===== src/rtl/muldiv_seq.sv =====
// Sequential HI/LO multiply/divide unit: radix-2 shift-add multiply and
// restoring divide, one bit per cycle, with sign fix-up in a final cycle.
module muldiv_seq (
    input  logic        clk,
    input  logic        rst,
    input  logic        start,
    input  logic [1:0]  op,
    input  logic [31:0] a,
    input  logic [31:0] b,
    input  logic        flush,
    output logic        stall,
    output logic        busy,
    output logic        done,
    output logic [31:0] hi,
    output logic [31:0] lo
);

    typedef enum logic [1:0] {
        IDLE = 2'd0,
        CALC = 2'd1,
        FIX  = 2'd2,
        DONE = 2'd3
    } state_t;

    state_t      state_reg;
    logic        div_reg;
    logic        sa_reg;
    logic        sb_reg;
    logic        dz_reg;
    logic [31:0] ma_reg;
    logic [31:0] mb_reg;
    logic [31:0] a_raw_reg;
    logic [63:0] acc_reg;
    logic [4:0]  iter_reg;
    logic [31:0] hi_reg;
    logic [31:0] lo_reg;
    logic        busy_reg;
    logic        done_reg;

    logic        can_start;
    logic        accept;
    logic        sa_in;
    logic        sb_in;
    logic [31:0] a_mag;
    logic [31:0] b_mag;
    logic        dz_in;

    assign can_start = (state_reg == IDLE) || (state_reg == DONE);
    assign accept    = start && !flush && can_start;

    // Magnitudes only for the signed ops; op[0] selects signedness.
    assign sa_in = op[0] && a[31];
    assign sb_in = op[0] && b[31];
    assign a_mag = sa_in ? (~a + 32'd1) : a;
    assign b_mag = sb_in ? (~b + 32'd1) : b;
    assign dz_in = op[1] && (b == 32'd0);

    // Multiply step: add multiplicand into the high half, shift right.
    logic [32:0] mul_sum;
    logic [63:0] mul_acc_next;
    assign mul_sum      = {1'b0, acc_reg[63:32]} + {1'b0, (mb_reg[0] ? ma_reg : 32'd0)};
    assign mul_acc_next = {mul_sum, acc_reg[31:1]};

    // Divide step: remainder in the high half, quotient shifts into the low half.
    logic [32:0] div_rem;
    logic [33:0] div_diff;
    logic        div_ok;
    logic [63:0] div_acc_next;
    assign div_rem      = {acc_reg[63:32], ma_reg[31]};
    assign div_diff     = {1'b0, div_rem} - {2'b00, mb_reg};
    assign div_ok       = !div_diff[33];
    assign div_acc_next = div_ok ? {div_diff[31:0], acc_reg[30:0], 1'b1}
                                 : {div_rem[31:0],  acc_reg[30:0], 1'b0};

    logic [63:0] prod_fix;
    logic [31:0] quo;
    logic [31:0] rem;
    logic [31:0] fix_hi_next;
    logic [31:0] fix_lo_next;

    assign prod_fix = (sa_reg ^ sb_reg) ? (~acc_reg + 64'd1) : acc_reg;
    assign quo      = acc_reg[31:0];
    assign rem      = acc_reg[63:32];

    always_comb begin
        fix_hi_next = prod_fix[63:32];
        fix_lo_next = prod_fix[31:0];
        if (div_reg) begin
            if (dz_reg) begin
                fix_hi_next = a_raw_reg;
                fix_lo_next = 32'hFFFF_FFFF;
            end else begin
                fix_hi_next = sa_reg ? (~rem + 32'd1) : rem;
                fix_lo_next = (sa_reg ^ sb_reg) ? (~quo + 32'd1) : quo;
            end
        end
    end

    always_ff @(posedge clk) begin
        if (!rst) begin
            state_reg <= IDLE;
            div_reg   <= 1'b0;
            sa_reg    <= 1'b0;
            sb_reg    <= 1'b0;
            dz_reg    <= 1'b0;
            ma_reg    <= 32'd0;
            mb_reg    <= 32'd0;
            a_raw_reg <= 32'd0;
            acc_reg   <= 64'd0;
            iter_reg  <= 5'd0;
            hi_reg    <= 32'd0;
            lo_reg    <= 32'd0;
            busy_reg  <= 1'b0;
            done_reg  <= 1'b0;
        end else if (flush) begin
            state_reg <= IDLE;
            busy_reg  <= 1'b0;
            done_reg  <= 1'b0;
        end else begin
            case (state_reg)
                IDLE, DONE: begin
                    done_reg <= 1'b0;
                    if (start) begin
                        div_reg   <= op[1];
                        sa_reg    <= sa_in;
                        sb_reg    <= sb_in;
                        dz_reg    <= dz_in;
                        ma_reg    <= a_mag;
                        mb_reg    <= b_mag;
                        a_raw_reg <= a;
                        acc_reg   <= 64'd0;
                        iter_reg  <= 5'd0;
                        busy_reg  <= 1'b1;
                        state_reg <= dz_in ? FIX : CALC;
                    end else begin
                        busy_reg  <= 1'b0;
                        state_reg <= IDLE;
                    end
                end
                CALC: begin
                    if (div_reg) begin
                        acc_reg <= div_acc_next;
                        ma_reg  <= {ma_reg[30:0], 1'b0};
                    end else begin
                        acc_reg <= mul_acc_next;
                        mb_reg  <= {1'b0, mb_reg[31:1]};
                    end
                    iter_reg <= iter_reg + 5'd1;
                    if (iter_reg == 5'd31) begin
                        state_reg <= FIX;
                    end
                end
                FIX: begin
                    hi_reg    <= fix_hi_next;
                    lo_reg    <= fix_lo_next;
                    busy_reg  <= 1'b0;
                    done_reg  <= 1'b1;
                    state_reg <= DONE;
                end
                default: begin
                    state_reg <= IDLE;
                    busy_reg  <= 1'b0;
                    done_reg  <= 1'b0;
                end
            endcase
        end
    end

    assign stall = rst && ((state_reg == CALC) || (state_reg == FIX) || accept);
    assign busy  = busy_reg;
    assign done  = done_reg;
    assign hi    = hi_reg;
    assign lo    = lo_reg;

endmodule


===== config.mk =====
export PLATFORM = sky130hd
export DESIGN_NAME = muldiv_seq
export DESIGN_NICKNAME = d
export VERILOG_FILES = /design/src/rtl/muldiv_seq.sv
export SDC_FILE = /design/constraint.sdc
export NUM_CORES = 1
export LEC_CHECK = 0
export ABC_CLOCK_PERIOD_IN_PS = 4550
export CORE_ASPECT_RATIO = 1.75
export CORE_UTILIZATION = 54
export CTS_CLUSTER_DIAMETER = 200
export DETAILED_ROUTE_END_ITERATION = 16
export PLACE_DENSITY = 0.75
export SLEW_MARGIN = 15
export SYNTH_ARGS = -nofsm -noshare
export SYNTH_HDL_FRONTEND = slang
export SYNTH_SLANG_ARGS = --single-unit

===== constraint.sdc =====
create_clock -name clk -period 4.55 [get_ports clk]
set_input_delay 1.365 -clock clk [delete_from_list [all_inputs] [get_ports clk]]
set_output_delay 1.365 -clock clk [all_outputs]
set_load 0.01 [all_outputs]

==> flow_metrics.tcl, run 1 <==
set metrics [dict create \
    run_status "completed" \
    first_global_vias 16900 \
    yosys_register_bits 237 \
    routed_wire_length_per_instance_um 22.2 \
    yosys.cell_count.top_type "nand2_1" \
    insertion_delay_ns 0.56 \
    worst_setup_path_end_kind "primary output" \
    synth-seq-area-share_pct 27.6 \
    globalRouteTotalUtil_pct 38.3 \
    hold_depth 2 \
    htree_levels 1 \
    critical_path_peak_fanout 4 \
    num_vias 17600 \
    holdBufCountCts 0 \
    synth-async-reset-ratio_pct 0 \
    final_layout_size_suffix_gt1_share_pct 7.08 \
    worst_path_largest_cell_delay_ns 0.55 \
    critical_path_most_common_cell "clkdlybuf4s50_1" \
    floorplan.die.height_um 238 \
    route.final.wire_length_mm 62.8 \
    clk_transition_reported_paths_ns 0.06 \
    globalRouteOverflowTotal 0 \
    crit_arrival_ns 2.97 \
    syn_area_per_cell_um2 7.30 \
    postCtsSetupRepairBufs 0 \
    yosysWarnings 0 \
    detail_route.first_pass.iterations 5 \
    viasPerCell 6.23 \
    syn_inst 2356 \
    mappedNetlistNets 2502 \
    synth_top_cells_by_count "nand2_1, a21oi_1, dfxtp_1" \
    ys_top_cells_by_area "dfxtp_1, a21oi_1, nand2_1" \
    placed_area_mm2 0.0190 \
    number_of_flip_flops_in_the_largest_register 64 \
    dr_wl_met3_mm 2.84 \
    dr.first_iter.drc_count 1006 \
    fill_cells 2902 \
    rr_worst_depth 14 \
    yosys.area.top_type "dfxtp_1" \
    clk_root_buffer_cell "clkbuf_16" \
    std_cell_core_area_mm2 0.0314 \
    clock_path_buffers 3 \
    worstPathRequired_ns 3.18 \
    finalSetupViolCount 0 \
    tns_ns 0 \
    main_flop_type_after_synthesis "dfxtp_1" \
    die_width_um 137 \
    max-vdd-ir-drop_mv 0.305 \
    routability_congestion 1.02 \
    yosysUniqueCellTypes 90 \
    portBuffers 136 \
    insertedDiodeCount 0 \
    antenna_found_initial 0 \
    hpwlAfterDp_mm 47.9 \
    mappedNetlistArea_mm2 0.0172 \
    power_density_mw_per_mm2 272 \
    timing_hold_violations_final 0 \
    post-route-min-period_ns 4.34 \
    routed.top_layer "met4" \
    area_growth_pct 14.9 \
    antenna_violating_nets_left 0 \
    timing.setup.critical_path_class "input pin to primary output" \
    drt_drc_violations_left 0 \
    rsz0062_at_grt "false" \
    start_util_pct 54.8 \
    num_io_pins 137 \
    finalClockSkew_ns 0.0181 \
    timing.critical_path.buf_inv 2 \
    relSlewSlack_pct 41.3 \
    routedLengthMet1_mm 20.7 \
    grt_first_pass_wirelength_mm 94.6 \
    cts_inserted_buffers 25 \
    grt_max_degree 79 \
    worst_pin_slew_ns 0.880 \
    die_area_mm2 0.0326 \
    timing.critical_path.max_delay_family "buffers and inverters" \
    critical-path-slowest-cell "clkdlybuf4s50_1" \
    worst_setup_path_start_kind "input pin" \
    fin_area_mm2 0.0198 \
    tritoncts "yes" \
    synth_top_cell_area_share_pct 27.6 \
    dr_wl_met2_mm 31.5 \
    critical_path_cell_count 5 \
    synth_enable_flop_cells 0 \
    period_share_pct 95.4 \
    cts_repair_resizes 0 \
    standby_leakage_power_uw 0.00773 \
    timing.max_cap.violations 0 \
    max_clock_freq_mhz 230 \
    timing_max_transition_violations_final 0 \
    rows 86 \
    hold_path.class "flop to flop" \
    clock-sinks 237 \
    worst_path_cell_chain "clkdlybuf4s50_1 > nand2_1 > or2_2 > a21oi_1 > clkdlybuf4s50_1" \
    finalNetCount 2559 \
]
cells by family (layout without fill, tap and decap cells):
kind of cell / count (synthesis) / count (layout) / share of synthesized area (%)
buffers and inverters: 234 / 309 / 5.29
muxes: 74 / 74 / 4.52
xor gates and xnor gates: 180 / 180 / 9.16
and+or+nand+nor: 796 / 796 / 21.5
adders and majority gates: 76 / 76 / 5.61
AOI/OAI and AO/OA: 759 / 759 / 26.4
DFF: 237 / 237 / 27.6
metal layers:
layer  vias to the layer above  global-route usage, %
li1                       8453                      -
met1                      8270                   35.5
met2                       619                   67.4
met3                       261                   5.42
met4                         0                   41.8
met5                         -                      0
power by group:
group	switching [uW]	internal (uW)	total (uW)	leakage, uW
clock	941	1180	2120	0.000396
sequential	63.9	2140	2200	0.00192
combinational	648	402	1050	0.00541
metrics by stage:
stage,power [uW],utilization [%],cells,setup WS [ns],hold WS [ns]
6_report,5370,62.9,2827,0.210,0.452
3_5_place_dp,3280,60.3,2782,0.205,0.446
3_3_place_gp,3270,60.3,2782,0.224,0.442
5_1_grt,5560,62.9,2827,0.160,0.475
4_1_cts,5370,62.9,2827,0.197,0.455
2_1_floorplan,2890,-,2356,0.833,0.436
worst min-delay path: stages (launching register included):
cell	delay, ns
dfxtp_1	0.31
nand2_1	0.05
a21oi_1	0.05
path summary, 6_finish.rpt:
kind         slack [ns]  startpoint          end
max                0.21       start        stall
min reg2reg        0.45      hi[16]       hi[16]
max reg2reg        0.67  ma_reg[31]  acc_reg[56]
min                0.45      hi[16]       hi[16]
placed cells by master (no fill, tap or decap), types with 44 or more instances in the layout:
cell type	instances
inv_1	66
nand3_1	53
xnor2_1	103
dfxtp_1	236
xor2_1	75
ha_1	73
buf_4	57
clkdlybuf4s50_1	136
a21oi_1	310
o21ai_0	184
mux2i_1	44
nor2_1	182
nand2_1	343
area by class of cell:
cell class	instances	area, um^2	area share, %
Multi-Input combinational cell	1885	11600	58.9
Timing Repair Buffer	194	1810	9.15
Clock buffer	32	682	3.45
Sequential cell	237	4750	24.0
Inverter	70	265	1.34
Clock inverter	13	134	0.677
Tap cell	396	495	2.51
No activity file was read; power rests on OpenSTA's default activity.
==> run 2, diff against run 1 <==
--- a/config.mk
+++ b/config.mk
@@ -10,7 +10,7 @@
 export CORE_UTILIZATION = 54
 export CTS_CLUSTER_DIAMETER = 200
 export DETAILED_ROUTE_END_ITERATION = 16
-export PLACE_DENSITY = 0.75
+export PLACE_DENSITY = 0.82
 export SLEW_MARGIN = 15
 export SYNTH_ARGS = -nofsm -noshare
 export SYNTH_HDL_FRONTEND = slang
==> flow_metrics.tcl, run 2 (synthesis results as in run 1) <==
set metrics [dict create \
    floorplan.die.height_um 238 \
    die_width_um 137 \
    routability_congestion 1.02 \
    dpl.cell_count 2781 \
    power_density_mw_per_mm2 272 \
    max_clock_freq_mhz 231 \
    post_layout_nonfiller_instances 2824 \
    number_of_flip_flops_in_the_largest_register 64 \
    critPathLaunch "start" \
    num_io_pins 137 \
    postCtsSetupRepairBufs 0 \
    global_route.usage.met3_pct 7.14 \
    critical-path-slowest-cell "clkdlybuf4s50_1" \
    crit_arrival_ns 2.96 \
    leading_cell_types_in_the_layout_fill_and_taps_excluded "nand2_1, a21oi_1, dfxtp_1, o21ai_0, nor2_1" \
    timing_hold_violations_final 0 \
    gr-max-usage-layer "met2" \
    hpwlAfterDp_mm 47.6 \
    post-route-min-period_ns 4.33 \
    insertedDiodeCount 0 \
    tritoncts "yes" \
    worst_setup_path_start_kind "input pin" \
    mostFrequentLayoutCell "nand2_1" \
    clk_root_buffer_cell "clkbuf_16" \
    start_util_pct 54.8 \
    globalRouteTotalUtil_pct 38.7 \
    clock-sinks 237 \
    relSlewSlack_pct 37.1 \
    timing_max_transition_violations_final 0 \
    insertion_delay_ns 0.56 \
    gr-usage-met2_pct 68.4 \
    critical_path.reg2reg.endpoint "acc_reg[61]" \
    route.final.wire_length_mm 63.2 \
    final_layout_size_suffix_gt1_share_pct 6.88 \
    worst_setup_path_end_kind "primary output" \
    die_area_mm2 0.0326 \
    viasPerCell 6.34 \
    worst_path_largest_cell_delay_ns 0.55 \
    timing.critical_path.buf_inv 2 \
    critical_path_cell_count 5 \
    rr_worst_depth 15 \
    timing.critical_path.max_delay_family "buffers and inverters" \
    cts_inserted_buffers 24 \
    worstPathRequired_ns 3.18 \
    area_growth_pct 15.0 \
    num_vias 17900 \
    rows 86 \
    clk_transition_reported_paths_ns 0.06 \
    holdBufCountCts 0 \
    fill_cells 2863 \
    first_global_vias 17300 \
    htree_levels 1 \
    antenna_found_initial 0 \
    globalRouteOverflowTotal 0 \
    reg2reg_slack_ns 0.56 \
    worst_path_cell_chain "clkdlybuf4s50_1 > nand2_1 > or2_2 > a21oi_1 > clkdlybuf4s50_1" \
    cts_repair_resizes 0 \
    grt_first_pass_wirelength_mm 95.9 \
    max-vdd-ir-drop_mv 0.301 \
    globalRouteMet1Util_pct 35.8 \
    grt_max_degree 163 \
    dr.first_iter.drc_count 1242 \
    design_power_total_uw 5380 \
    clock_path_buffers 3 \
    period_share_pct 95.1 \
    antenna_violating_nets_left 0 \
    worst_pin_slew_ns 0.942 \
    critical_path_peak_fanout 4 \
    std_cell_core_area_mm2 0.0314 \
    rsz0062_at_grt "false" \
    standby_leakage_power_uw 0.00773 \
    drt_drc_violations_left 0 \
    run_status "completed" \
    r2r_start "mb_reg[0]" \
    finalNetCount 2557 \
    critical_path_most_common_cell "clkdlybuf4s50_1" \
    routed_wire_length_per_instance_um 22.4 \
    timing.setup.critical_path_class "input pin to primary output" \
    worst_setup_path_endpoint "stall" \
    timing.max_cap.violations 0 \
    portBuffers 136 \
    finalClockSkew_ns 0.0289 \
    finalSetupViolCount 0 \
    detail_route.first_pass.iterations 5 \
    hold_path.class "flop to flop" \
    tns_ns 0 \
]
[run 2: routing by layer]
metal  routed length [um]  vias up  share of wire (%)
met1                20700     8404                 33
met5                    0        -                  0
met4                 7280        0                 12
met2                31500      728                 50
met3                 3740      314                5.9
li1                     -     8446                  -
[run 2: how the worst min path moves through the flow]
stage / slack (ns) / cells past startpoint / end / startpoint
5_1_grt: 0.47 / 2 / mb_reg[29] / mb_reg[29]
4_1_cts: 0.46 / 2 / a_raw_reg[0] / a_raw_reg[0]
2_1_floorplan: 0.44 / 2 / a_raw_reg[11] / a_raw_reg[11]
3_3_place_gp: 0.44 / 2 / iter_reg[4] / iter_reg[4]
6_report: 0.46 / 2 / a_raw_reg[28] / a_raw_reg[28]
3_5_place_dp: 0.45 / 2 / hi[16] / hi[16]
[run 2: layout make-up]
class / count / area (um^2) / area share [%]
flip-flops and latches: 237 / 4750 / 24.0
well taps: 396 / 495 / 2.51
inverters: 70 / 265 / 1.34
clock buffers: 34 / 678 / 3.43
clock inverters: 9 / 140 / 0.709
repair buffers: 193 / 1810 / 9.17
multi-input cells: 1885 / 11600 / 58.8
[run 2: worst register-to-register path, delay by kind of cell (launching register included)]
family	cells	cell delay (ns)
AO/OA/AOI/OAI	7	1.77
XOR/XNOR	1	0.17
adder cells (fa/ha/maj)	2	0.63
buffers and inverters	3	0.61
flip-flops	1	0.35
AND/OR/NAND/NOR	2	0.33
[run 2: through the flow]
| step | hold slack (ns) | utilization [%] | area [um^2] | setup WS [ns] |
|---|---|---|---|---|
| 2_1_floorplan | 0.436 | - | 17200 | 0.833 |
| 3_3_place_gp | 0.443 | 60.3 | 19000 | 0.227 |
| 3_5_place_dp | 0.447 | 60.3 | 19000 | 0.233 |
| 4_1_cts | 0.455 | 62.9 | 19800 | 0.219 |
| 5_1_grt | 0.467 | 62.9 | 19800 | 0.164 |
| 6_report | 0.456 | 62.9 | 19800 | 0.222 |
[run 2: report_power, final]
group / switching [uW] / internal [uW]
registers: 69.9 / 2140
clock network: 897 / 1210
logic: 653 / 403
total: 1620 / 3760
